`config.mk`:
```
export PLATFORM = sky130hd
export DESIGN_NAME = ins_mem_controller
export DESIGN_NICKNAME = d
export VERILOG_FILES = /design/src/rtl/ins_mem_pkg.sv /design/src/rtl/ins_mem_controller_rr_arb2.sv /design/src/rtl/ins_mem_controller.sv
export SDC_FILE = /design/constraint.sdc
export NUM_CORES = 1
export LEC_CHECK = 0
export CORE_UTILIZATION = 29
export CTS_CLUSTER_SIZE = 8
export DETAILED_ROUTE_END_ITERATION = 6
export GPL_TIMING_DRIVEN = 0
export PLACE_DENSITY = 0.82
export SKIP_CTS_REPAIR_TIMING = 1
export SYNTH_ARGS = -nofsm -noshare
export SYNTH_HDL_FRONTEND = slang
export SYNTH_SLANG_ARGS = --single-unit
```
`constraint.sdc`:
```
create_clock -name Clk -period 2.25 [get_ports Clk]
set_input_delay 0.5625 -clock Clk [delete_from_list [all_inputs] [get_ports Clk]]
set_output_delay 0.5625 -clock Clk [all_outputs]
set_load 0.01 [all_outputs]
```
`src/rtl/ins_mem_pkg.sv`:
```
// Shared parameters, state encoding and arbitration tags for the instruction memory controller.
package ins_mem_pkg;

    localparam int ADDR_W_DEF = 12;
    localparam int DATA_W_DEF = 32;
    localparam int BE_W       = 4;

    typedef enum logic [1:0] {
        IDLE    = 2'd0,
        RD_WAIT = 2'd1,
        RESP    = 2'd2
    } state_e;

    typedef enum logic {
        WIN_FETCH = 1'b0,
        WIN_LOAD  = 1'b1
    } winner_e;

endpackage

```
`src/rtl/ins_mem_controller_rr_arb2.sv`:
```
// Two-way round-robin arbiter between fetch and load; purely combinational.
module rr_arb2
    import ins_mem_pkg::*;
(
    input  logic    enable,
    input  logic    fetch_req,
    input  logic    load_req,
    input  winner_e last_win,
    output logic    fetch_gnt,
    output logic    load_gnt
);

    always_comb begin
        fetch_gnt = 1'b0;
        load_gnt  = 1'b0;
        if (enable) begin
            // On a conflict the requester that did not win last time goes first.
            if (fetch_req && load_req) begin
                if (last_win == WIN_LOAD) begin
                    fetch_gnt = 1'b1;
                end else begin
                    load_gnt = 1'b1;
                end
            end else begin
                fetch_gnt = fetch_req;
                load_gnt  = load_req;
            end
        end
    end

endmodule

```
`src/rtl/ins_mem_controller.sv`:
```
// Instruction memory port controller: arbitrates instruction fetches against
// program-load writes and returns fetched words through a valid/ready handshake.
module ins_mem_controller
    import ins_mem_pkg::*;
#(
    parameter int ADDR_W = ADDR_W_DEF,
    parameter int DATA_W = DATA_W_DEF
) (
    input  logic              Clk,
    input  logic              Rst_n,
    input  logic              FetchReq,
    input  logic [ADDR_W-1:0] FetchAddr,
    output logic              FetchGnt,
    output logic              FetchValid,
    output logic [DATA_W-1:0] FetchData,
    input  logic              FetchReady,
    input  logic              LoadReq,
    input  logic [ADDR_W-1:0] LoadAddr,
    input  logic [DATA_W-1:0] LoadData,
    input  logic [BE_W-1:0]   LoadBe,
    output logic              LoadGnt,
    output logic [ADDR_W-1:0] MemAddr,
    output logic              MemEna,
    output logic [BE_W-1:0]   MemWea,
    output logic [DATA_W-1:0] MemDin,
    input  logic [DATA_W-1:0] MemDout,
    output logic              Busy
);

    state_e            state_q, state_d;
    winner_e           last_win_q, last_win_d;
    logic [DATA_W-1:0] fetch_data_q, fetch_data_d;
    logic              arb_en;
    logic              fetch_gnt, load_gnt;

    assign arb_en = (state_q == IDLE);

    rr_arb2 u_arb (
        .enable    (arb_en),
        .fetch_req (FetchReq),
        .load_req  (LoadReq),
        .last_win  (last_win_q),
        .fetch_gnt (fetch_gnt),
        .load_gnt  (load_gnt)
    );

    always_ff @(posedge Clk or negedge Rst_n) begin
        if (!Rst_n) begin
            state_q      <= IDLE;
            last_win_q   <= WIN_FETCH;
            fetch_data_q <= '0;
        end else begin
            state_q      <= state_d;
            last_win_q   <= last_win_d;
            fetch_data_q <= fetch_data_d;
        end
    end

    always_comb begin
        state_d      = state_q;
        last_win_d   = last_win_q;
        fetch_data_d = fetch_data_q;
        case (state_q)
            IDLE: begin
                if (fetch_gnt) begin
                    state_d    = RD_WAIT;
                    last_win_d = WIN_FETCH;
                end else if (load_gnt) begin
                    last_win_d = WIN_LOAD;
                end
            end
            RD_WAIT: begin
                fetch_data_d = MemDout;
                state_d      = RESP;
            end
            RESP: begin
                if (FetchReady) begin
                    state_d = IDLE;
                end
            end
            default: state_d = IDLE;
        endcase
    end

    // Grants are qualified with reset so the memory port stays quiet while
    // reset is held, even if requesters keep their requests up.
    assign FetchGnt = fetch_gnt & Rst_n;
    assign LoadGnt  = load_gnt & Rst_n;

    always_comb begin
        MemAddr = '0;
        MemEna  = 1'b0;
        MemWea  = '0;
        MemDin  = '0;
        if (FetchGnt) begin
            MemEna  = 1'b1;
            MemAddr = FetchAddr;
        end else if (LoadGnt) begin
            MemEna  = 1'b1;
            MemAddr = LoadAddr;
            MemWea  = LoadBe;
            MemDin  = LoadData;
        end
    end

    assign FetchValid = (state_q == RESP);
    assign FetchData  = fetch_data_q;
    assign Busy       = (state_q != IDLE);

endmodule

```
Word-level counts from Yosys, hierarchy flattened
Index checks and enable logic that the tools add are counted.
Operators by class
  equal/unequal tests: 4
  muxes and demuxes: 19
  bitwise gates (word level): 2
  reduce and logical (&&, ||, !) cells: 6
Operators with widths (number)
  $mux 32: 2
  $mux 12: 2
  $mux 1: 10
  $mux 4: 2
  $pmux 2 s3: 1
  $mux 2: 2
  $ne 2x1->1 const B: 2
  $reduce_and 2->1: 2
  $reduce_bool 2->1: 2
  $and 1x1->1: 2
  $eq 2x1->1 const B: 1
  $eq 2x2->1 const B: 1
  $logic_not 2->1: 1
  $logic_and 1x1->1: 1
Storage, ports and cells
  flip-flop bits (word level): 35
  bits of input ports: 97
  output and inout bits: 85
  word-level logic and storage cells: 34

Depth between registers and ports, before layout
Gate-level depths: netlist of the first run.
  depth in word-level cells: 6
  gate-level depth with buffers: 5
  mapped depth without buffers: 3

Hierarchy
Synthesis of the first run repeated with hierarchy kept, for this count alone.
Unflattened totals
  cells, all modules: 170
  area, all modules: 2015.7 um^2
By module, submodules not included
  ins_mem_controller: times used 1, cells an instance 165, area each 1994.4 um^2, seq. area each 875.8 um^2
  rr_arb2: times used 1, cells an instance 5, area each 21.3 um^2, seq. area each 0.0 um^2

Worst setup path before layout of the first run
Ideal clock, no wire load.
  path type: input -> output
  start point: input port FetchReq
  end point: output port MemAddr[0]
  arrival: 1555 ps
  data required time: 1688 ps
  setup slack: 132 ps
  cell stages on the path: 4
  buffers on the path: 1
  cell sequence: or3b_4 > a211oi_4 > buf_6 > a22o_2
Between the ends
  elaborated cells between the ends (all ways): 9
  classes of those cells: mux: 6; bitwise: 2; reduce/logical: 1
RTL lines
  start: declaration: RTL line ins_mem_controller.sv:11  | input logic FetchReq,
  $logic_and 1x1->1: RTL line ins_mem_controller_rr_arb2.sv:18  | if (fetch_req && load_req) begin
  $mux 1 (*): RTL line ins_mem_controller_rr_arb2.sv:18
  $mux 1 (*): RTL line ins_mem_controller_rr_arb2.sv:16  | if (enable) begin
  $and 1x1->1 (*): RTL line ins_mem_controller.sv:87  | assign FetchGnt = fetch_gnt & Rst_n;
  named net FetchGnt: RTL line ins_mem_controller.sv:13  | output logic FetchGnt,
  $mux 12 (*): RTL line ins_mem_controller.sv:95  | if (FetchGnt) begin
  end: declaration: RTL line ins_mem_controller.sv:22  | output logic [ADDR_W-1:0] MemAddr,
Mark *: on every way through the listed nets, which the timed path passes. The rest lies on a longest branch.

Worst setup path after layout of the first run
  start point: register state_q[1]
  end point: output port MemAddr[8]
Between the ends
  cells in the longest elaborated chain, start to end: 5
  elaborated cells between the ends (all ways): 7
  classes of those cells: mux: 4; bitwise: 2; reduce/logical: 1
Ends and longest elaborated chain
  start: declaration: RTL line ins_mem_controller.sv:30  | state_e state_q, state_d;
  start signal: assignment: RTL line ins_mem_controller.sv:53  | state_q <= state_d;
  $logic_not 2->1 (*): RTL line ins_mem_controller.sv:36  | assign arb_en = (state_q == IDLE);
  $mux 1: RTL line ins_mem_controller_rr_arb2.sv:16
  $and 1x1->1: RTL line ins_mem_controller.sv:88  | assign LoadGnt = load_gnt & Rst_n;
  $mux 12: RTL line ins_mem_controller.sv:98  | end else if (LoadGnt) begin
  $mux 12 (*): RTL line ins_mem_controller.sv:95
Every way passes the cells marked *; elsewhere a longest branch is shown, timed or not.

==> impl_metrics.py, run 1 <==
metrics = {
    "pwr": {
        "p_leak_uw": 0.00193,
        "vdd_ir_drop_max_uv": 675,
        "power_density_mw_per_mm2": 967,
    },
    "worst_setup_path": {
        "worstSetupEndpointType": "primary output",
        "critPathRequiredTime_ns": 1.69,
        "crit_path_max_fanout": 4,
        "path_class": "reg2out",
        "start_kind": "flip-flop",
        "worstPathArrival_ns": 1.88,
    },
    "clocking": {
        "cts.clk_slew.worst_paths_ns": 0.07,
        "cts_tree": "built",
        "clk_latency_ns": 0.28,
        "cts_max_level": 2,
        "clock-root-buffer": "clkbuf_8",
        "clock_path_buffers": 2,
        "cts_sinks": 35,
        "cts_buffers": 5,
    },
    "logic_synthesis": {
        "synth-edff-count": 0,
        "syn-num-nets": 240,
        "ys_ff_latch": 35,
        "netlist_top_cells_area": "dfrtp_1 (50%), mux2_2 (21%), and2_1 (13%)",
        "synth_top_area_cell": "dfrtp_1",
        "yosysTopAreaCellShare": 0.504,
        "synth_area_per_cell_sq_um": 12.2,
        "ys.flop_type": "dfrtp_1",
        "synthCells": 143,
        "yosysMostFrequentCell": "and2_1",
        "synth_common_cells": "and2_1 (36), dfrtp_1 (35), mux2_2 (32)",
        "synth.distinct_cells": 19,
        "yosysWarnings": 0,
        "yosysSeqAreaShare": 0.504,
        "syn_area_sq_mm": 0.00174,
        "synthArstFlopShare": 1.00,
    },
    "die": {
        "die_y_um": 79.4,
        "start_util": 0.308,
        "rows": 27,
        "dieArea_sq_mm": 0.00631,
        "design.core.area_sq_mm": 0.00564,
        "die_x_um": 79.4,
        "io_pins": 182,
    },
    "place": {
        "io_buffer_count": 181,
        "dp_hpwl_mm": 4.79,
        "placed_area_sq_mm": 0.00363,
        "gp_congestion": 0.710,
    },
    "sta": {
        "fmax_mhz": 409,
        "setup_slack_ns": -0.197,
        "slew_viol_final": 0,
        "min_period_ns": 2.45,
        "worstMarginPinSlew_ns": 0.259,
        "post-route-period-util": 1.09,
        "fin_skew_ns": 0.00823,
        "final.setup.tns_ns": -2.54,
        "hold_violations": 0,
        "max_slew_margin": 0.827,
        "rsz0062_at_grt": "true",
        "finalSetupViolations": 22,
    },
    "route": {
        "wl_mm": 6.46,
        "wl_per_cell_um": 15.4,
        "antenna_left": 0,
        "avgViaCountPerCell": 4.52,
        "drt-initial-drc-count": 36,
        "vias": 1894,
        "drc": 0,
        "first_pass_iters": 4,
    },
    "status": {
        "run_status": "complete, but fails checks",
        "violations": "negative setup slack",
    },
    "layout": {
        "stdcell_area_sq_mm": 0.00386,
        "regArea_sq_um": 877,
        "area_delta_synth_final_pct": 122,
        "drive_gt1_frac": 0.349,
        "nNetsFinal": 445,
        "diodes": 0,
        "fill_cells": 441,
        "multiInputGateArea_sq_um": 855,
    },
    "global_route": {
        "grt_pass1_vias": 1840,
        "overflow": 0,
        "gr-usage-met3": 0.0720,
        "grt_usage": 0.182,
        "busiest_layer": "met2",
        "grt_use_met1": 0.187,
        "grt_pass1_wl_mm": 8.94,
        "antenna_found_initial": 0,
        "met2_usage": 0.334,
        "grt_max_degree": 39,
    },
    "run": {
        "drv_cap": 0,
    },
    "worst_hold_path": {
        "hp-class": "in2async",
    },
}
==> placed cells by master (no fill, tap or decap) <==
cell             count
a211oi_4             1
a21oi_1              1
a22o_1               3
a22o_2               3
a22o_4               6
and2_1              34
and2_4               2
and4_4               1
buf_12               1
buf_2               15
buf_4               15
buf_6               18
buf_8                1
clkbuf_1             1
clkbuf_2            17
clkbuf_8             5
clkdlybuf4s50_1    127
clkinvlp_4           1
dfrtp_1             34
dfrtp_2              1
dlymetal6s2s_1      13
inv_1                4
mux2_2              32
nand2_1              3
nand2b_1             1
nor2_1               1
nor2_4               1
o21ai_0              3
or2b_1               1
or3b_4               1
==> state kept, by name, summed over array words and instances, names as in the netlist <==
register,flops
FetchData,32
last_win_q,1
state_q,2
==> logic make-up (layout without fill, tap and decap cells) <==
group,after synthesis,in the layout,synth area share
buf+inv,14,218,0.0389
flops,35,35,0.504
simple gates,45,45,0.160
mux,32,32,0.207
compound gates,17,17,0.0900
==> through the flow <==
stage	hold slack, ns	setup slack [ns]	util	total power [uW]	cells
final	0.115	-0.197	0.684	3740	419
after global routing	0.115	-0.264	0.684	3960	419
after CTS	0.395	-1.19	0.658	3640	402
after detailed placement	0.492	-1.19	0.644	3200	396
after global placement	0.486	-2.20	0.645	3140	396
after floorplan	0.267	0.132	-	2000	143
==> path summary, 6_finish.rpt <==
kind	from	endpoint	slack [ns]	cells after the start
worst min register to register	FetchData[5]	FetchData[5]	0.50	1
worst max-delay path	state_q[1]	MemAddr[8]	-0.20	7
worst max register to register	state_q[1]	FetchData[21]	0.68	5
max in group asynchronous	Rst_n	state_q[0]	1.94	1
min in group Clk	FetchData[5]	FetchData[5]	0.50	1
worst min-delay path	Rst_n	FetchData[23]	0.12	1
==> report_power, final <==
part           internal (uW)  switching (uW)
logic                   1400             804
registers                955             162
clock network            205             213
==> layout make-up <==
type / count / share of cell area
plain buffers: 10 / 0.0204
flip-flops and latches: 35 / 0.227
clock buffers: 5 / 0.0178
well taps: 72 / 0.0233
repair buffers: 198 / 0.484
inverters: 4 / 0.00389
multi-input cells: 94 / 0.221
clock inverters: 1 / 0.00194
==> routing by layer <==
metal	vias to the layer above	wire length (um)
li1	891	-
met3	13	693
met1	886	2230
met2	104	3440
met5	-	0
met4	0	95
==> critical path, cell delays in order, from the launching register on <==
cell and delay [ns]:
dfrtp_1 0.40, or3b_4 0.43, a211oi_4 0.18, buf_4 0.16
buf_6 0.11, buf_6 0.09, a22o_2 0.15, buf_6 0.10
Note: power is estimated with default switching activity, not from simulation.
==> inputs of run 2 (changes only) <==
Settings changed: CAP_MARGIN set to 10, CELL_PAD_IN_SITES_DETAIL_PLACEMENT set to 1, CELL_PAD_IN_SITES_GLOBAL_PLACEMENT set to 1, CORE_UTILIZATION 29 to 19, CTS_CLUSTER_SIZE 8 to 40, PLACE_DENSITY 0.82 to unset, PLACE_DENSITY_LB_ADDON set to 0.1.
==> run 2 against run 1 <==
  * Design area up 5.6%
  * Non-clock buffer count did not move
  * Clock skew fell by 0.0012 ns
  * Via count decreased by 0.26%
  * Die area rose by 51%
  * The run ends with design-rule violations, negative setup slack left
  * Worst setup slack got worse by 0.074 ns
  * Combinational power is essentially flat
==> impl_metrics.py, run 2 (synthesis results as in run 1) <==
metrics = {
    "global_route": {
        "grt_max_degree": 24,
        "grt_pass1_wl_mm": 9.87,
        "overflow": 0,
        "grt_usage": 0.130,
        "antenna_found_initial": 0,
        "grt_pass1_vias": 1849,
    },
    "route": {
        "vias": 1889,
        "avgViaCountPerCell": 4.13,
        "wl_per_cell_um": 15.2,
        "first_pass_iters": 6,
        "wl_mm": 6.93,
        "antenna_left": 0,
        "drc": 35,
        "drt-initial-drc-count": 66,
    },
    "place": {
        "dpl_worst_slack_ns": -1.01,
        "gp_congestion": 0.663,
        "io_buffer_count": 181,
        "placed_area_sq_mm": 0.00370,
        "dp_hpwl_mm": 5.24,
    },
    "die": {
        "dieArea_sq_mm": 0.00953,
        "design.core.area_sq_mm": 0.00881,
        "start_util": 0.197,
        "die_y_um": 97.6,
        "die_x_um": 97.6,
        "io_pins": 182,
        "rows": 34,
    },
    "worst_setup_path": {
        "worstPathArrival_ns": 1.96,
        "crit_path_max_fanout": 4,
        "crit_slowest_cell": "or3b_4",
        "crit_top_cell": "buf_6",
        "r2r_slack_ns": 0.63,
        "cpPeakStageDelay_ns": 0.43,
        "path_class": "reg2out",
        "path_cells": "or3b_4 -> a211oi_4 -> buf_4 -> buf_6 -> buf_6 -> a22o_4 -> buf_6",
        "worstSetupEndpointType": "primary output",
        "r2r_cells": 5,
        "critPathRequiredTime_ns": 1.69,
        "start_kind": "flip-flop",
    },
    "sta": {
        "rsz0062_at_grt": "true",
        "hold_violations": 0,
        "fin_skew_ns": 0.00707,
        "finalSetupViolations": 24,
        "post-route-period-util": 1.12,
        "min_period_ns": 2.52,
        "max_slew_margin": 0.818,
        "slew_viol_final": 0,
        "worstMarginPinSlew_ns": 0.272,
        "setup_slack_ns": -0.271,
        "fmax_mhz": 397,
    },
    "pwr": {
        "vdd_ir_drop_max_uv": 497,
        "power_density_mw_per_mm2": 963,
        "p_leak_uw": 0.00220,
    },
    "clocking": {
        "cts_max_level": 2,
        "cts_tree": "built",
        "cts.clk_slew.worst_paths_ns": 0.07,
        "clk_latency_ns": 0.28,
        "cts_buffers": 5,
        "clock-root-buffer": "clkbuf_8",
        "clock_path_buffers": 2,
        "cts_sinks": 35,
    },
    "status": {
        "run_status": "complete, but fails checks",
        "violations": "design-rule violations, negative setup slack",
    },
    "layout": {
        "nNetsFinal": 445,
        "mostFrequentLayoutCells": "clkdlybuf4s50_1 (128), dfrtp_1 (35), and2_1 (35)",
        "largest_reg_flops": 32,
        "area_delta_synth_final_pct": 135,
        "drive_gt1_frac": 0.304,
        "final_common_cell": "clkdlybuf4s50_1",
        "diodes": 0,
        "stdcell_area_sq_mm": 0.00408,
        "fill_cells": 967,
    },
    "run": {
        "drv_cap": 0,
    },
    "worst_hold_path": {
        "hp-class": "in2async",
    },
}
-- run 2: cell types whose count changed in the layout (fill, tap and decap cells not counted), sizes merged --
cell / delta
bufinv: +1
buf: -1
clkbuf: -13
clkinvlp: -1
clkdlybuf4s50: +1
dlymetal6s2s: +14
inv: +1
-- run 2: power by group --
group	switching, uW	internal (uW)	total (uW)
Clock	239	365	603
Combinational	798	1410	2210
Sequential	161	953	1110
Total	1200	2730	3930
-- run 2: area by class of cell --
class                      instances  area, sq um  share of cell area
buffer                            10         82.6              0.0202
tap                              108          135              0.0331
clock buffer                       6         82.6              0.0202
timing repair buffer             198         1990               0.487
multi-input combinational         94          862               0.211
inverter                           4         15.0             0.00368
clock inverter                     2         38.8             0.00951
sequential                        35          876               0.215
-- run 2: per-layer routing --
| metal | GRT usage | wire [um] | vias to the layer above |
|---|---|---|---|
| li1 | - | - | 891 |
| met3 | 0.0532 | 687 | 0 |
| met4 | 0.0140 | 0 | 0 |
| met2 | 0.242 | 3660 | 99 |
| met1 | 0.142 | 2580 | 899 |
| met5 | 0 | 0 | - |
-- run 2: critical path: cells and delay by family (launching register included) --
kind	cells	cell delay (ns)
and+or+nand+nor	1	0.43
AOI/OAI and AO/OA	2	0.37
DFF	1	0.42
buffers and inverters	4	0.46
-- run 2: final timing paths --
kind / to / startpoint
min in group Clk: FetchData[6] / FetchData[6]
max in group asynchronous: FetchData[7] / Rst_n
hold / removal: FetchData[0] / Rst_n
setup reg to reg: FetchData[29] / state_q[1]
hold reg to reg: FetchData[6] / FetchData[6]
setup / recovery: MemAddr[5] / state_q[0]
-- run 2: metrics by stage --
| stage | setup TNS (ns) | total power, uW | hold slack (ns) | cells | utilization |
|---|---|---|---|---|---|
| after global placement | -127.59 | 3180 | 0.487 | 432 | 0.418 |
| final | -2.77 | 3930 | 0.134 | 457 | 0.463 |
| after global routing | -5.00 | 4170 | 0.127 | 457 | 0.463 |
| after floorplan | 0 | 2000 | 0.267 | 143 | - |
| after CTS | -44.01 | 3840 | 0.193 | 441 | 0.434 |
| after detailed placement | -43.64 | 3210 | 0.493 | 433 | 0.420 |
